<file path="src/rtl/pyrx_pkg.sv">
// rtl/pyrx_pkg.sv - shared state encoding and sizing defaults for the payload word packer
package pyrx_pkg;

    localparam int BUF_WORDS_DEF = 256;
    localparam int ADDR_W_DEF    = 8;

    localparam logic [9:0] BYTECNT_MAX = 10'd1023;

    typedef enum logic [1:0] {
        ST_IDLE  = 2'd0,
        ST_PACK  = 2'd1,
        ST_FLUSH = 2'd2
    } pyrx_state_e;

endpackage

</file>
<file path="src/rtl/pyrx_word_packer.sv">
// rtl/pyrx_word_packer.sv - packs decoded payload bytes little-endian into 32-bit rx buffer words
module pyrx_word_packer
    import pyrx_pkg::*;
#(
    parameter int BUF_WORDS = BUF_WORDS_DEF,
    parameter int ADDR_W    = ADDR_W_DEF
) (
    input  logic              clk_6M,
    input  logic              rstz,
    input  logic              py_start_p,
    input  logic [7:0]        py_byte,
    input  logic              py_byte_valid_p,
    input  logic              py_end_p,
    output logic [ADDR_W-1:0] lnctrl_addr,
    output logic [31:0]       lnctrl_din,
    output logic              lnctrl_we,
    output logic [9:0]        py_bytecnt,
    output logic              py_done_p,
    output logic              py_ovf
);

    pyrx_state_e       r_state;
    pyrx_state_e       w_state_nxt;
    logic [31:0]       r_pack;
    logic [1:0]        r_lane;
    logic [ADDR_W:0]   r_addr;
    logic [31:0]       r_din;
    logic              r_we;
    logic [9:0]        r_bytecnt;
    logic              r_done;
    logic              r_ovf;

    logic              w_in_pack;
    logic              w_full;
    logic              w_take;
    logic              w_drop;
    logic              w_end;
    logic              w_word_done;
    logic              w_flush;
    logic [1:0]        w_lane_nxt;
    logic [31:0]       w_pack_merged;

    // A write in flight to the last word already counts as consuming it.
    assign w_full      = r_addr[ADDR_W] |
                         (r_we & (r_addr[ADDR_W-1:0] == ADDR_W'(BUF_WORDS - 1)));
    assign w_in_pack   = (r_state == ST_PACK) & ~py_start_p;
    assign w_take      = w_in_pack & py_byte_valid_p & ~w_full;
    assign w_drop      = w_in_pack & py_byte_valid_p & w_full;
    assign w_end       = w_in_pack & py_end_p;
    assign w_lane_nxt  = w_take ? r_lane + 2'd1 : r_lane;
    assign w_word_done = w_take & (r_lane == 2'd3);
    assign w_flush     = w_end & (w_lane_nxt != 2'd0);

    always_comb begin
        w_pack_merged = r_pack;
        if (w_take) begin
            w_pack_merged[{r_lane, 3'b000} +: 8] = py_byte;
        end
    end

    always_ff @(posedge clk_6M or negedge rstz) begin
        if (!rstz) begin
            r_state <= ST_IDLE;
        end else begin
            r_state <= w_state_nxt;
        end
    end

    always_comb begin
        w_state_nxt = r_state;
        if (py_start_p) begin
            w_state_nxt = ST_PACK;
        end else begin
            case (r_state)
                ST_IDLE:  w_state_nxt = ST_IDLE;
                ST_PACK:  if (w_end) w_state_nxt = w_flush ? ST_FLUSH : ST_IDLE;
                ST_FLUSH: w_state_nxt = ST_IDLE;
                default:  w_state_nxt = ST_IDLE;
            endcase
        end
    end

    always_ff @(posedge clk_6M or negedge rstz) begin
        if (!rstz) begin
            r_pack    <= '0;
            r_lane    <= '0;
            r_addr    <= '0;
            r_din     <= '0;
            r_we      <= 1'b0;
            r_bytecnt <= '0;
            r_done    <= 1'b0;
            r_ovf     <= 1'b0;
        end else begin
            r_we   <= 1'b0;
            r_done <= 1'b0;
            if (py_start_p) begin
                r_pack    <= '0;
                r_lane    <= '0;
                r_addr    <= '0;
                r_bytecnt <= '0;
                r_ovf     <= 1'b0;
            end else begin
                if (r_we && !r_addr[ADDR_W]) begin
                    r_addr <= r_addr + 1'b1;
                end
                if (w_take && (r_bytecnt != BYTECNT_MAX)) begin
                    r_bytecnt <= r_bytecnt + 10'd1;
                end
                if (w_drop) begin
                    r_ovf <= 1'b1;
                end
                r_lane <= w_end ? 2'd0 : w_lane_nxt;
                if (w_word_done || w_flush) begin
                    r_we   <= 1'b1;
                    r_din  <= w_pack_merged;
                    r_pack <= '0;
                end else begin
                    r_pack <= w_pack_merged;
                end
                if (w_end) begin
                    r_done <= 1'b1;
                end
            end
        end
    end

    // Once the buffer is exhausted the address parks on the last word instead of wrapping.
    assign lnctrl_addr = r_addr[ADDR_W] ? {ADDR_W{1'b1}} : r_addr[ADDR_W-1:0];
    assign lnctrl_din  = r_din;
    assign lnctrl_we   = r_we;
    assign py_bytecnt  = r_bytecnt;
    assign py_done_p   = r_done;
    assign py_ovf      = r_ovf;

endmodule

</file>
<file path="config.mk">
export PLATFORM = sky130hd
export DESIGN_NAME = pyrx_word_packer
export DESIGN_NICKNAME = d
export VERILOG_FILES = /design/src/rtl/pyrx_pkg.sv /design/src/rtl/pyrx_word_packer.sv
export SDC_FILE = /design/constraint.sdc
export NUM_CORES = 1
export LEC_CHECK = 0
export ABC_AREA = 1
export CAP_MARGIN = 15
export CORE_ASPECT_RATIO = 0.5
export CORE_MARGIN = 8
export CORE_UTILIZATION = 45
export DETAILED_ROUTE_END_ITERATION = 8
export DONT_BUFFER_PORTS = 1
export SLEW_MARGIN = 20
export SYNTH_ARGS = -nofsm -noshare
export SYNTH_HDL_FRONTEND = slang
export SYNTH_SLANG_ARGS = --single-unit
</file>
<file path="constraint.sdc">
create_clock -name clk_6M -period 3.29 [get_ports clk_6M]
set_input_delay 0.658 -clock clk_6M [delete_from_list [all_inputs] [get_ports clk_6M]]
set_output_delay 0.658 -clock clk_6M [all_outputs]
set_load 0.02 [all_outputs]
</file>
==> summary.md, run 1 <==
| Metric | Value |
|---|---|
| CTS Root Cell | clkbuf_16 |
| Max Clock Freq | 0.381 GHz |
| Post-synthesis net count | 594 |
| Area contributors post-synth | dfrtp_1, nand2_1, inv_1 |
| Post-Syn Instances | 574 |
| Layer with the highest usage | met2 |
| GRT Total Usage | 16.6% |
| Syn Std Cell Area | 4630 um2 |
| Main synth FF type | dfrtp_1 |
| Pin count of the biggest net entering global routing | 44 |
| Clk slew on worst S/H paths | 0.07 ns |
| Final slew viol count | 0 |
| First-pass GRT wire length | 18500 um |
| CP cell instances | inv_1, ha_1, inv_1, nand4_1, nand2_1, nand2_2, nand2_4, buf_4, nand3_1, nand2_1 |
| Worst Path Required | 3.56 ns |
| Pleak | 2.54 nW |
| Final core occ | 49.7% |
| Vias in the first global route | 3563 |
| Actual slew at the worst max-slew pin | 0.653 ns |
| Layout area overhead | 8.57% |
| P_int | 1.88 mW |
| Psw | 0.670 mW |
| P per Cell Area | 508 nW/um2 |
| Worst r2r src | r_lane[0] |
| Setup TNS Final | 0 ns |
| Grt met1 use | 21.6% |
| Final Hold Vio Count | 0 |
| Worst path slowest cell | dfrtp_1 |
| Run status | completed |
| Core area | 10100 um2 |
| Ports | 66 |
| CTS tree | done |
| IO Port Bufs | 0 |
| FF-to-FF End | lnctrl_din[15] |
| Vias per cell | 4.91 |
| Post-DP HPWL | 7440 um |
| Final instance area | 5030 um2 |
| Post-synth top cells | nand2_1, dfrtp_1, inv_1, nor2_1, nand3_1 |
| Area after DPL | 4660 um2 |
| Post-synthesis register bit count | 90 |
| Pre-antenna DRT Iters | 4 |
| Initial antenna violation count | 0 |
| Crit path depth | 10 |
| Tot Pwr | 2.55 mW |
| Sequential area share after synthesis | 48.6% |
| Clock sink total | 90 |
| Placed Cells | 694 |
| Avg Cell Area, Syn | 8.07 um2 |
| Synth cell types | 34 |
| Yosys warning total | 0 |
| Type of origin of the critical path | flop |
| Worst R2R Path Depth | 10 |
| R2R setup slack | 0.67 ns |
| Switch share | 26.2% |
| Initial Util | 45.8% |
| Clk_skew | 0.00582 ns |
| Fillers | 984 |
| Share of cells above drive strength 1 | 9.41% |
| Delay-heaviest family, CP | buffers and inverters |
| H-Tree Depth | 3 |
| Met3 Resource Use GR | 6.10% |
| Slowest stage delay, CP | 0.63 ns |
| Final WL | 11000 um |
| Die X | 159 um |
| Cells resized by post-CTS repair | 0 |
| Leading area contributor after synthesis | dfrtp_1 |
| Post-synth ARST share | 100% |
| Crit-path max FO | 30 |
| Routed vias | 3508 |
| Row count | 26 |
| Die height | 87.7 um |
| Clock tree buffer depth | 2 |
| Maximum vdd drop | 0.216 mV |
| Rel. slew slack | 56.5% |
| Endpoints failing setup | 0 |
| Reg power frac | 48.8% |
| # nets final | 589 |
| RSZ-0062 raised after global routing | no |
| Non-Filler Instances | 714 |
| GRT Residual Overflow | 0 |
| Final worst path period share | 79.7% |
| Count leader, synth | nand2_1 |
| Max Cap Violations | 0 |
| Diodes inserted | 0 |
| DRC | 0 |
| Crit. Startpoint | r_lane[0] |
| Fin crit period | 2.62 ns |
| CP Data Arrival Time | 2.90 ns |
| Hold crit path type | input port to asynchronous set/reset pin |
| Avg WL per Cell | 15.5 um |
| Final ANT Viol Nets | 0 |
| EDFF count, synth | 0 |
| Synth top area share | 48.6% |
| End of the critical path | lnctrl_din[15] |
| Crit Path Class | flop to flop |
| Die ar. | 14000 um2 |
| Met2 Track Usage GR | 25.8% |
| CP Buf/Inv Count | 3 |
| Final GP Congestion | 0.826 |
| Initial DRC count | 197 |
| Clock network power share | 43.5% |
| Clk_lat worst skew | 0.34 ns |
| Cts bufs inserted | 9 |
| Gate power share | 7.7% |
| Endpoint class of the critical path | flop |
## placed cells by master (no fill, tap or decap), types with 2 or more instances in the layout
cell type	Yosys	routed
a211oi_1	2	2
a21oi_1	4	4
buf_4	2	4
bufinv_16	0	2
clkbuf_16	0	9
clkinvlp_4	0	3
dfrtp_1	90	90
dlygate4sd3_1	0	3
ha_1	7	7
inv_1	78	78
inv_2	2	2
nand2_1	138	138
nand2_2	5	5
nand2_4	2	2
nand3_1	55	55
nand3_2	7	7
nand3_4	3	3
nand3b_1	8	8
nand4_1	4	4
nor2_1	61	61
nor2_2	10	10
nor3_1	10	10
o21ai_0	47	47
o21ai_1	2	2
o31ai_1	3	3
or2_2	2	2
xor2_1	4	4
## worst min path at each step
stage                     endpoint  slack (ns)  cells past startpoint
global placement    lnctrl_din[23]        0.37                      0
finish              lnctrl_din[31]        0.02                      0
CTS                 lnctrl_din[31]       0.003                      0
global route        lnctrl_din[31]      0.0007                      0
floorplan            lnctrl_din[0]        0.36                      0
detailed placement  lnctrl_din[23]        0.37                      0
## final cells by class
class                   instances  area, um2  share of cell area (%)
flip-flops and latches         90       2250                    44.8
multi-input cells             380       1900                    37.8
inverters                      80        300                    5.97
clock buffers                  10        229                    4.56
well taps                     140        175                    3.49
clock inverters                 6       91.3                    1.82
repair buffers                  8       80.1                    1.59
## routing by layer
metal / vias to the layer above / wire length, um / part of all wire (%)
met4: 0 / 92 / 0.83
met1: 1648 / 5610 / 51
met5: - / 0 / 0
met2: 66 / 4660 / 42
li1: 1788 / - / -
met3: 6 / 683 / 6.2
## power by group through the flow
stage,clock [mW],combinational (mW),sequential (mW)
floorplan,0,0.163,1.25
global placement,0,0.176,1.27
detailed placement,0,0.178,1.27
CTS,1.14,0.199,1.25
global route,1.18,0.228,1.25
finish,1.11,0.197,1.25
## logic make-up (layout without fill, tap and decap cells)
family                   Yosys count  count (layout)  synth area share [%]
AO/OA/AOI/OAI                     61              61                  7.05
XOR/XNOR                           5               5                 0.946
adder cells (fa/ha/maj)            7               7                  1.89
buffers and inverters            104             104                  10.4
flip-flops                        90              90                  48.6
AND/OR/NAND/NOR                  307             307                  31.1
## repair_timing
item / 4_1_cts / 5_1_grt
hold buffers: 4 / 0
endpoints found under the hold margin: 35 / 0
buffers inserted: 0 / 0
## flip-flops by register name, indices dropped and copies added, names as in the netlist
| signal | cells |
|---|---|
| py_done_p | 1 |
| py_ovf | 1 |
| r_lane | 2 |
| r_state | 2 |
| py_bytecnt | 10 |
| r_addr | 9 |
| r_pack | 32 |
| lnctrl_din | 32 |
| lnctrl_we | 1 |
## stage by stage
step	setup slack, ns	hold WS [ns]
3_5_place_dp	0.751	0.366
5_1_grt	0.417	0.000732
6_report	0.667	0.0201
4_1_cts	0.708	0.00272
3_3_place_gp	0.744	0.366
2_1_floorplan	1.35	0.362
Note: power is estimated with default switching activity, not from simulation.
==> run 2, diff against run 1 <==
==> constraint.sdc (replaced) <==
create_clock -name clk_6M -period 2.4 [get_ports clk_6M]
set_input_delay 0.48 -clock clk_6M [delete_from_list [all_inputs] [get_ports clk_6M]]
set_output_delay 0.48 -clock clk_6M [all_outputs]
set_load 0.02 [all_outputs]
==> summary.md, run 2 (synthesis gave the netlist of run 1 again) <==
| Metric | Value |
|---|---|
| Worst slack, placed | 0.286 ns (-0.465 ns) |
| Final GP Congestion | 0.825 (about the same) |
| First-pass GRT wire length | 17600 um (-4.7%) |
| Row count | 26 (unchanged) |
| Cells resized by post-CTS repair | 0 (unchanged) |
| Hold_ws | -0.174 ns (-0.194 ns) |
| Final WL | 10500 um (-5.1%) |
| Pleak | 2.55 nW (+0.56%) |
| Initial antenna violation count | 0 (unchanged) |
| Routed vias | 3474 (-0.97%) |
| Fillers | 994 (+1.0%) |
| Crit Path Class | flop to flop |
| Endpoints failing setup | 0 (unchanged) |
| Final instance area | 5030 um2 (about the same) |
| Share of cells above drive strength 1 | 10.4% (+1.0 points) |
| GRT Total Usage | 15.7% (-0.90 points) |
| GRT Residual Overflow | 0 (unchanged) |
| H-Tree Depth | 3 (unchanged) |
| Run status | finished with violations |
| Setup Fix Bufs, Post-CTS | 0 (unchanged) |
| Non-Filler Instances | 716 (+0.28%) |
| Actual slew at the worst max-slew pin | 0.622 ns (-0.0307 ns) |
| Area occupied by registers | 2250 um2 (unchanged) |
| Final worst path period share | 86.4% (+6.7 points) |
| Initial DRC count | 197 (unchanged) |
| Post-route setup slack | 0.326 ns (-0.340 ns) |
| Max Cap Violations | 0 (unchanged) |
| Final core occ | 49.7% (about the same) |
| Endpoint class of the critical path | flop |
| Type of origin of the critical path | flop |
| Clk_skew | 0.00866 ns (+0.00284 ns) |
| Final slew viol count | 0 (unchanged) |
| Placed Cells | 700 (+0.86%) |
| Layout area overhead | 8.62% (about the same) |
| Area after DPL | 4730 um2 (+1.5%) |
| Vias per cell | 4.85 (-1.2%) |
| Cts bufs inserted | 9 (unchanged) |
| Clock tree buffer depth | 2 (unchanged) |
| Violated checks | negative hold slack |
| CTS Root Cell | clkbuf_16 |
| Final ANT Viol Nets | 0 (unchanged) |
| Worst Path Required | 2.63 ns (-0.93 ns) |
| CP Data Arrival Time | 2.30 ns (-0.60 ns) |
| Clock sink total | 90 (unchanged) |
| Die ar. | 14000 um2 (unchanged) |
| Pin count of the biggest net entering global routing | 91 (+110%) |
| # nets final | 591 (+0.34%) |
| Fin crit period | 2.07 ns (-0.550 ns) |
| Max Clock Freq | 0.482 GHz (+27%) |
| Commonest non-fill, non-tap cell in the layout | nand2_1 |
| Tot Pwr | 3.40 mW (+33%) |
| Hold crit path type | input port to asynchronous set/reset pin |
| Die X | 159 um (unchanged) |
| P per Cell Area | 676 nW/um2 (+33%) |
| DRC | 0 (unchanged) |
| Post-DP HPWL | 7310 um (-1.8%) |
| Clk slew on worst S/H paths | 0.07 ns (about the same) |
| Commonest non-fill, non-tap cells in the layout | nand2_1, dfrtp_1, inv_1 |
| Initial Util | 45.8% (unchanged) |
| Avg WL per Cell | 14.6 um (-5.4%) |
| Clk_lat worst skew | 0.34 ns (about the same) |
| Ports | 66 (unchanged) |
| Pre-antenna DRT Iters | 4 (unchanged) |
| Multi-input gate area | 1900 um2 (unchanged) |
| Rel. slew slack | 58.5% (+2.0 points) |
| CTS tree | done |
| Vias in the first global route | 3408 (-4.4%) |
| Setup TNS Final | 0 ns (unchanged) |
| Core area | 10100 um2 (unchanged) |
| Crit-path max FO | 33 (+10%) |
| Maximum vdd drop | 0.327 mV (+51%) |
| Die height | 87.7 um (unchanged) |
| IO Port Bufs | 0 (unchanged) |
| Final Hold Vio Count | 90 (+90) |
| Diodes inserted | 0 (unchanged) |
| RSZ-0062 raised after global routing | no |
run 2: changes by cell type in the layout (fill, tap and decap cells not counted):
cell,change
buf_4,+4
bufinv_16,-1
inv_6,+2
clkbuf_1,-1
buf_12,+1
clkinvlp_4,+1
dlygate4sd3_1,-3
clkinv_4,-1
run 2: area by class of cell:
| type | count | area share [%] |
|---|---|---|
| Clock inverter | 7 | 1.54 |
| Inverter | 80 | 5.97 |
| Clock buffer | 9 | 4.48 |
| Tap cell | 140 | 3.48 |
| Sequential cell | 90 | 44.8 |
| Timing Repair Buffer | 10 | 1.99 |
| Multi-Input combinational cell | 380 | 37.7 |
run 2: report_power, final:
group | internal (mW) | switching, mW
registers | 1.58 | 0.112
clock network | 0.814 | 0.625
logic | 0.0855 | 0.180
total | 2.48 | 0.917
run 2: worst max-delay path, cell delays in order (launching register included):
cell and delay (ns):
dfrtp_1 0.42, inv_1 0.13, ha_1 0.36, inv_1 0.18
nand4_1 0.12, nand2_1 0.13, nand2_2 0.07, nand2_4 0.11
nand2_4 0.22, nand2_1 0.14, nand2_1 0.07
run 2: final timing paths:
path	end	cells after the start	slack [ns]	from
worst max-delay path	lnctrl_din[24]	10	0.33	r_lane[1]
worst min-delay path	lnctrl_din[23]	0	-0.17	rstz
worst max register to register	lnctrl_din[24]	10	0.33	r_lane[1]
worst min register to register	r_addr[7]	1	0.48	r_addr[7]
max in group asynchronous	py_done_p	0	2.46	rstz
min in group clk_6M	r_pack[6]	1	0.20	py_start_p
run 2: routing by layer:
layer / GRT usage, % / routed length (um) / vias up
li1: - / - / 1799
met1: 20.4 / 5220 / 1606
met2: 24.0 / 4420 / 63
met3: 6.38 / 769 / 6
met4: 3.65 / 72 / 0
met5: 0 / 0 / -
